==> config.mk <==
export PLATFORM = sky130hd
export DESIGN_NAME = fir_inverse_15
export DESIGN_NICKNAME = d
export VERILOG_FILES = /design/src/rtl/fir_inverse_15.sv
export SDC_FILE = /design/constraint.sdc
export NUM_CORES = 2
export LEC_CHECK = 0
export BUFFER_PORTS_ARGS = -buffer_cell sky130_fd_sc_hd__buf_2
export CAP_MARGIN = 25
export CORE_MARGIN = 1
export CORE_UTILIZATION = 60
export CTS_CLUSTER_SIZE = 40
export DETAILED_ROUTE_END_ITERATION = 6
export HOLD_SLACK_MARGIN = 0.02
export PLACE_DENSITY_LB_ADDON = 0.05
export SLEW_MARGIN = 20
export SYNTH_ARGS = -nofsm -noshare
export SYNTH_HDL_FRONTEND = slang
export SYNTH_SLANG_ARGS = --single-unit
==> constraint.sdc <==
create_clock -name clk -period 20.5 [get_ports clk]
set_input_delay 2.05 -clock clk [delete_from_list [all_inputs] [get_ports clk]]
set_output_delay 2.05 -clock clk [all_outputs]
set_load 0.01 [all_outputs]
==> src/rtl/fir_inverse_15.sv <==
// Inverse FIR (deconvolution): e[n] = d[n] - sum_{k=1..N-1} c[k]*e[n-k], 32-bit wraparound.
// One shared MAC stepped by a 3-state FSM; accepts one sample every N+1 cycles.
module fir_inverse_15 #(
   parameter int NUM_COEFFS = 15
) (
   input  logic                             clk,
   input  logic                             rst,
   input  logic signed [31:0]               data_in,
   input  logic                             data_in_valid,
   output logic                             data_in_ready,
   input  logic signed [NUM_COEFFS-1:0][7:0] coeffs,
   output logic signed [31:0]               data_out,
   output logic                             data_out_valid
);

   localparam int KW = $clog2(NUM_COEFFS);
   localparam logic [KW-1:0] K_LAST = KW'(NUM_COEFFS - 1);

   localparam logic [1:0] IDLE = 2'd0;
   localparam logic [1:0] MAC  = 2'd1;
   localparam logic [1:0] OUT  = 2'd2;

   logic [1:0]          state;
   logic [KW-1:0]       k;
   logic signed [31:0]  acc;
   logic signed [31:0]  d_reg;
   logic signed [7:0]   c_sh [1:NUM_COEFFS-1];
   logic signed [31:0]  h    [0:NUM_COEFFS-2];

   logic signed [31:0]  c_ext;
   logic signed [31:0]  h_sel;
   logic signed [31:0]  prod;
   logic signed [31:0]  e_new;

   // Product is truncated to the low 32 bits, matching the forward filter's wrap.
   always_comb begin
      c_ext = '0;
      h_sel = '0;
      if (state == MAC) begin
         c_ext = {{24{c_sh[k][7]}}, c_sh[k]};
         h_sel = h[k - 1'b1];
      end
      prod  = c_ext * h_sel;
      e_new = d_reg - acc;
   end

   assign data_in_ready = (state == IDLE);

   always_ff @(posedge clk) begin
      if (rst) begin
         state          <= IDLE;
         k              <= '0;
         acc            <= '0;
         d_reg          <= '0;
         data_out       <= '0;
         data_out_valid <= 1'b0;
         for (int i = 0; i < NUM_COEFFS - 1; i++) h[i] <= '0;
         for (int i = 1; i < NUM_COEFFS; i++) c_sh[i] <= '0;
      end else begin
         data_out_valid <= 1'b0;
         case (state)
            IDLE: begin
               if (data_in_valid) begin
                  d_reg <= data_in;
                  for (int i = 1; i < NUM_COEFFS; i++) c_sh[i] <= $signed(coeffs[i]);
                  acc   <= '0;
                  k     <= KW'(1);
                  state <= MAC;
               end
            end
            MAC: begin
               acc <= acc + prod;
               if (k == K_LAST) state <= OUT;
               else             k     <= k + 1'b1;
            end
            OUT: begin
               data_out       <= e_new;
               data_out_valid <= 1'b1;
               h[0]           <= e_new;
               for (int i = 1; i < NUM_COEFFS - 1; i++) h[i] <= h[i-1];
               k              <= '0;
               state          <= IDLE;
            end
            default: state <= IDLE;
         endcase
      end
   end

endmodule
### Word-level counts from Yosys, hierarchy flattened

Memories as Yosys holds them, arrays and structs flattened. A register that Yosys moved wholly into a read port is not among the register bits.
Cells that the tools add are included.

* add/sub/neg operators: 4
* divide/modulo/power cells: 0
* equal/unequal tests: 6
* bitwise logic cells: 28
* multipliers: 1
* shift-type cells: 0
* magnitude comparators: 0
* mux-type cells: 49
* reduce and logical (&&, ||, !) cells: 7

Operators by type and width (number)
* two-way mux 32 bit: 17
* two-way mux 8 bit: 14
* case mux 32 bit (2 select lines): 1
* adder 32 bit: 1
* multiplier 32 x 32 -> 32 bit: 1
* subtractor 32 bit: 1
* bitwise OR 1 bit: 28
* two-way mux 4 bit: 4
* case mux 4 bit (3 select lines): 1
* two-way mux 1 bit: 9
* AND reduction 2 bit: 3
* adder 4 x 1 -> 4 bit (second input constant): 1
* == test 4 bit (second input constant): 1
* two-way mux 2 bit: 2
* inequality test 2 bit (second input constant): 2
* case mux 2 bit (2 select lines): 1
* subtractor 4 x 1 -> 4 bit (second input constant): 1
* AND reduction 3 bit: 1
* nonzero test 3 bit: 1
* == test 2 x 1 -> 1 bit (second input constant): 1
* == test 2 bit (second input constant): 1
* logical NOT 2 bit: 1
* inequality test 2 x 1 -> 1 bit (second input constant): 1
* nonzero test 2 bit: 1

* bits in writable memories: 560
* input bits: 155
* latch bits: 0
* ROM bits: 0
* memories: 2
* flip-flop bits (word level): 103

Memories
* h: words 14, bits a word 32, rd ports 14, clocked after memory_dff 0, wr ports 14, line 28 `logic signed [31:0] h [0:NUM_COEFFS-2];`
* c_sh: words 14, bits a word 8, rd ports 1, clocked after memory_dff 1, wr ports 14, line 27 `logic signed [7:0] c_sh [1:NUM_COEFFS-1];`

### Logic depth before layout (Yosys ltp)

An unclocked memory read counts as a cell.

* depth in word-level cells: 6
* mapped depth: 47
* mapped depth without buffers: 34

### Worst setup path after synthesis

No wires, ideal clock.

* path kind: input to register
* from: input rst
* to: memory h[0][0], enable pin
* setup slack: 8.486 ns
* setup time: 0.793 ns
* arrival: 11.221 ns
* stages: 4
* path through: clkbuf_1 -> nor2_1 -> clkbuf_1 -> inv_1

RTL lines
* start, declared: line 7 `input logic rst,`
* end, declared: line 28

### Final worst setup path

* from: register k[0]
* to: register acc[30]

* cells in the longest elaborated chain, start to end: 6

RTL lines
* start, declared: line 24 `logic [KW-1:0] k;`
* start signal, assigned: line 74 `else k <= k + 1'b1;`
* subtractor 4 x 1 -> 4 bit: line 41 `h_sel = h[k - 1'b1];`
* memory (14 x 32 bit)
* two-way mux 32 bit: line 39 `if (state == MAC) begin`
* multiplier 32 x 32 -> 32 bit: line 43 `prod = c_ext * h_sel;`
* adder 32 bit: line 72 `acc <= acc + prod;`
* case mux 32 bit (2 select lines): line 61 `case (state)`
* end signal, assigned: line 72
* end, declared: line 25 `logic signed [31:0] acc;`

Every way passes these cells.
A chain may end at the register's enable or synchronous reset.

==> run_results.csv <==
group,metric,value,unit
route,vias,26600,
route,vias_per_cell,5.69,
sta,hold_slack,454,ps
layout,area_growth,10.0,%
sta,fin_setup_tns,0,ps
grt,use_met1,38.6,%
placed_design,gp_congestion,0.916,
worst_setup_path,critPathMostFrequentCell,"fa_1",
grt,grt_pass1_vias,28100,
route,detail_route.iter0.violations,2068,
worst_setup_path,r2r_end,"acc[30]",
cts,cts_resized,0,
logic_synthesis,mappedNetlistArea,43000,sq um
floorplanning,dieArea,72700,sq um
sta,slew_headroom,33.4,%
cts,cts_tree,"done",
worst_setup_path,cp_max_fo,45,
sta,finalSetupViolCount,0,
floorplanning,core_area,70500,sq um
logic_synthesis,synth_edf_count,560,
logic_synthesis,netlist_instances,3528,
grt,overflow,0,
logic_synthesis,synth_common_cells,"560 x edfxtp_1, 530 x inv_1, 424 x and2_1",
sta,final.setup_skew,46.6,ps
pwr,powerDensity,90.7,nW/um^2
sta,rsz0062_at_grt,"false",
worst_setup_path,cp_data_required_time,20990,ps
floorplanning,fp.dieH,270,um
logic_synthesis,synth_fp_nets,4210,
sta,finalCritPeriodShare,58.4,%
floorplanning,dieWidth,270,um
grt,antenna_found_initial,9,
worst_setup_path,worstPathBufferInverterCount,8,
sta,drv_slew,0,
layout,top_regs,"h (448), c_sh (112)",
grt,grt_usage,27.7,%
route,postRouteAntennaNets,0,
worst_setup_path,reg2regPathDepth,32,
sta,hold_viol_final,0,
logic_synthesis,yosysSeqAreaShare,44.1,%
layout,largest_register_ffs,448,
worst_setup_path,startpoint_type,"flop",
worst_setup_path,regToRegSetupSlack,8530,ps
sta,fmax,83.5,MHz
floorplanning,io_pins,189,
logic_synthesis,yosysTopAreaCell,"edfxtp_1",
sta,tightest_slew,999,ps
pwr,p_leak,20.3,nW
worst_setup_path,timing.rr.start,"k[0]",
floorplanning,rows,97,
placed_design,port_buffers,180,
route,dr.pass1.iters,6,
logic_synthesis,yosysWarnings,0,
cts,cts_inserted_buffers,74,
grt,met2_usage,44.2,%
worst_setup_path,crit_type,"reg2reg",
worst_hold_path,whs_path_depth,1,
cts,clkLatencyLatePin,630,ps
logic_synthesis,synth_seq_cells,667,
worst_setup_path,end_kind,"flop",
grt,grt_use_met3,4.02,%
placed_design,dp_hpwl,69800,um
logic_synthesis,ys_types,72,
cts,h-tree-depth,3,
grt,grt-busiest-layer,"met2",
route,drc,0,
run_status,status,"finished, final reports clean",
cts,clkSinkCount,667,
layout,fin_nets,4352,
floorplanning,start_util,61.0,%
cts,clock_path_buffers,3,
route,routed_wl,97700,um
sta,period_needed,11970,ps
logic_synthesis,syn_area_per_cell,12.2,sq um
logic_synthesis,synth_top_area_share,39.1,%
route,wl_per_cell,20.9,um
logic_synthesis,synthTopCellsByArea,"edfxtp_1 39%, fa_1 16%, mux4_2 6.3%",
job,cap_violations,0,
cts,cts_root_buf,"clkbuf_16",
grt,grt_pass1_wl,156000,um
worst_setup_path,critPathSlowestCell,"dfxtp_4",
cts,cts_hold_buf,0,
pwr,ir_drop,0.0672,mV
logic_synthesis,ys.flop_type,"edfxtp_1",
cts,cts_setup_buffers,0,
worst_hold_path,hold_end,"data_out[11]",
layout,regMostFlops,"h",
worst_hold_path,hold_class,"reg2reg",
logic_synthesis,async_reset_ff_share,0,%
worst_hold_path,min_from,"data_out[11]",
layout,drive_gt1_share,13.7,%
worst_setup_path,arrival,12460,ps
cts,clk_pin_slew_worst_paths,60,ps
worst_setup_path,critPathTopFamily,"adder cells",
grt,grt_max_degree,161,
worst_setup_path,max_stage_delay,940,ps
logic_synthesis,synth.most_common_cell,"edfxtp_1",
-- per-layer routing --
metal / routed length [um] / vias up
met5: 34 / -
met4: 3590 / 6
met3: 6580 / 179
met2: 45900 / 891
met1: 41600 / 13400
li1: - / 12100
-- cells by family after synthesis --
logic type / count (synthesis) / synth area share, %
simple gates: 1012 / 12.5
buf+inv: 691 / 6.42
flops: 667 / 44.1
fa+ha+maj: 527 / 21.2
compound gates: 358 / 6.02
mux: 194 / 8.07
xor+xnor: 79 / 1.69
-- area by class of cell --
| type | count | area, sq um |
|---|---|---|
| fillers | 5310 | 23200 |
| multi-input cells | 2170 | 21300 |
| flip-flops and latches | 667 | 19000 |
| clock buffers | 93 | 2050 |
| inverters | 534 | 2020 |
| repair buffers | 223 | 1320 |
| well taps | 940 | 1180 |
| clock inverters | 44 | 427 |
| diodes | 5 | 12.5 |
-- stage by stage --
stage / total power, W / utilization [%] / setup slack, ps / instance area, sq um / instances
global placement: 0.00294 / 63.4 / 8880 / 44700 / 4530
floorplan: 0.00263 / - / 8490 / 43000 / 3528
detailed placement: 0.00298 / 63.4 / 8650 / 44700 / 4530
global route: 0.00455 / 67.1 / 7940 / 47300 / 4675
finish: 0.00429 / 67.1 / 8530 / 47300 / 4676
CTS: 0.00432 / 66.9 / 8620 / 47200 / 4667
-- report_power, final --
part	total, W	internal, W	leakage (nW)	switching [W]
Sequential	0.00159	0.00154	6.70	0.0000479
Clock	0.00134	0.000771	1.22	0.000565
Combinational	0.00136	0.000563	12.4	0.000800
-- how the worst max path moves through the flow --
stage,to,cells after the start,slack [ps],from
floorplan,h[0][0],4,8490,rst
global placement,acc[30],32,8880,k[0]
detailed placement,acc[30],32,8650,k[0]
CTS,acc[30],32,8620,k[0]
global route,acc[30],32,7940,k[0]
finish,acc[30],32,8530,k[0]
-- cells in the final DEF (no fill, tap or decap), types with 78 or more instances in the layout --
| cell | count |
|---|---|
| edfxtp_1 | 560 |
| clkbuf_16 | 78 |
| dfxtp_1 | 104 |
| buf_2 | 179 |
| nor2b_1 | 138 |
| fa_1 | 335 |
| ha_1 | 191 |
| nor2_1 | 196 |
| mux4_2 | 121 |
| nand2_1 | 176 |
| and2_1 | 424 |
| inv_1 | 528 |
Note: power is estimated with default switching activity, not from simulation.
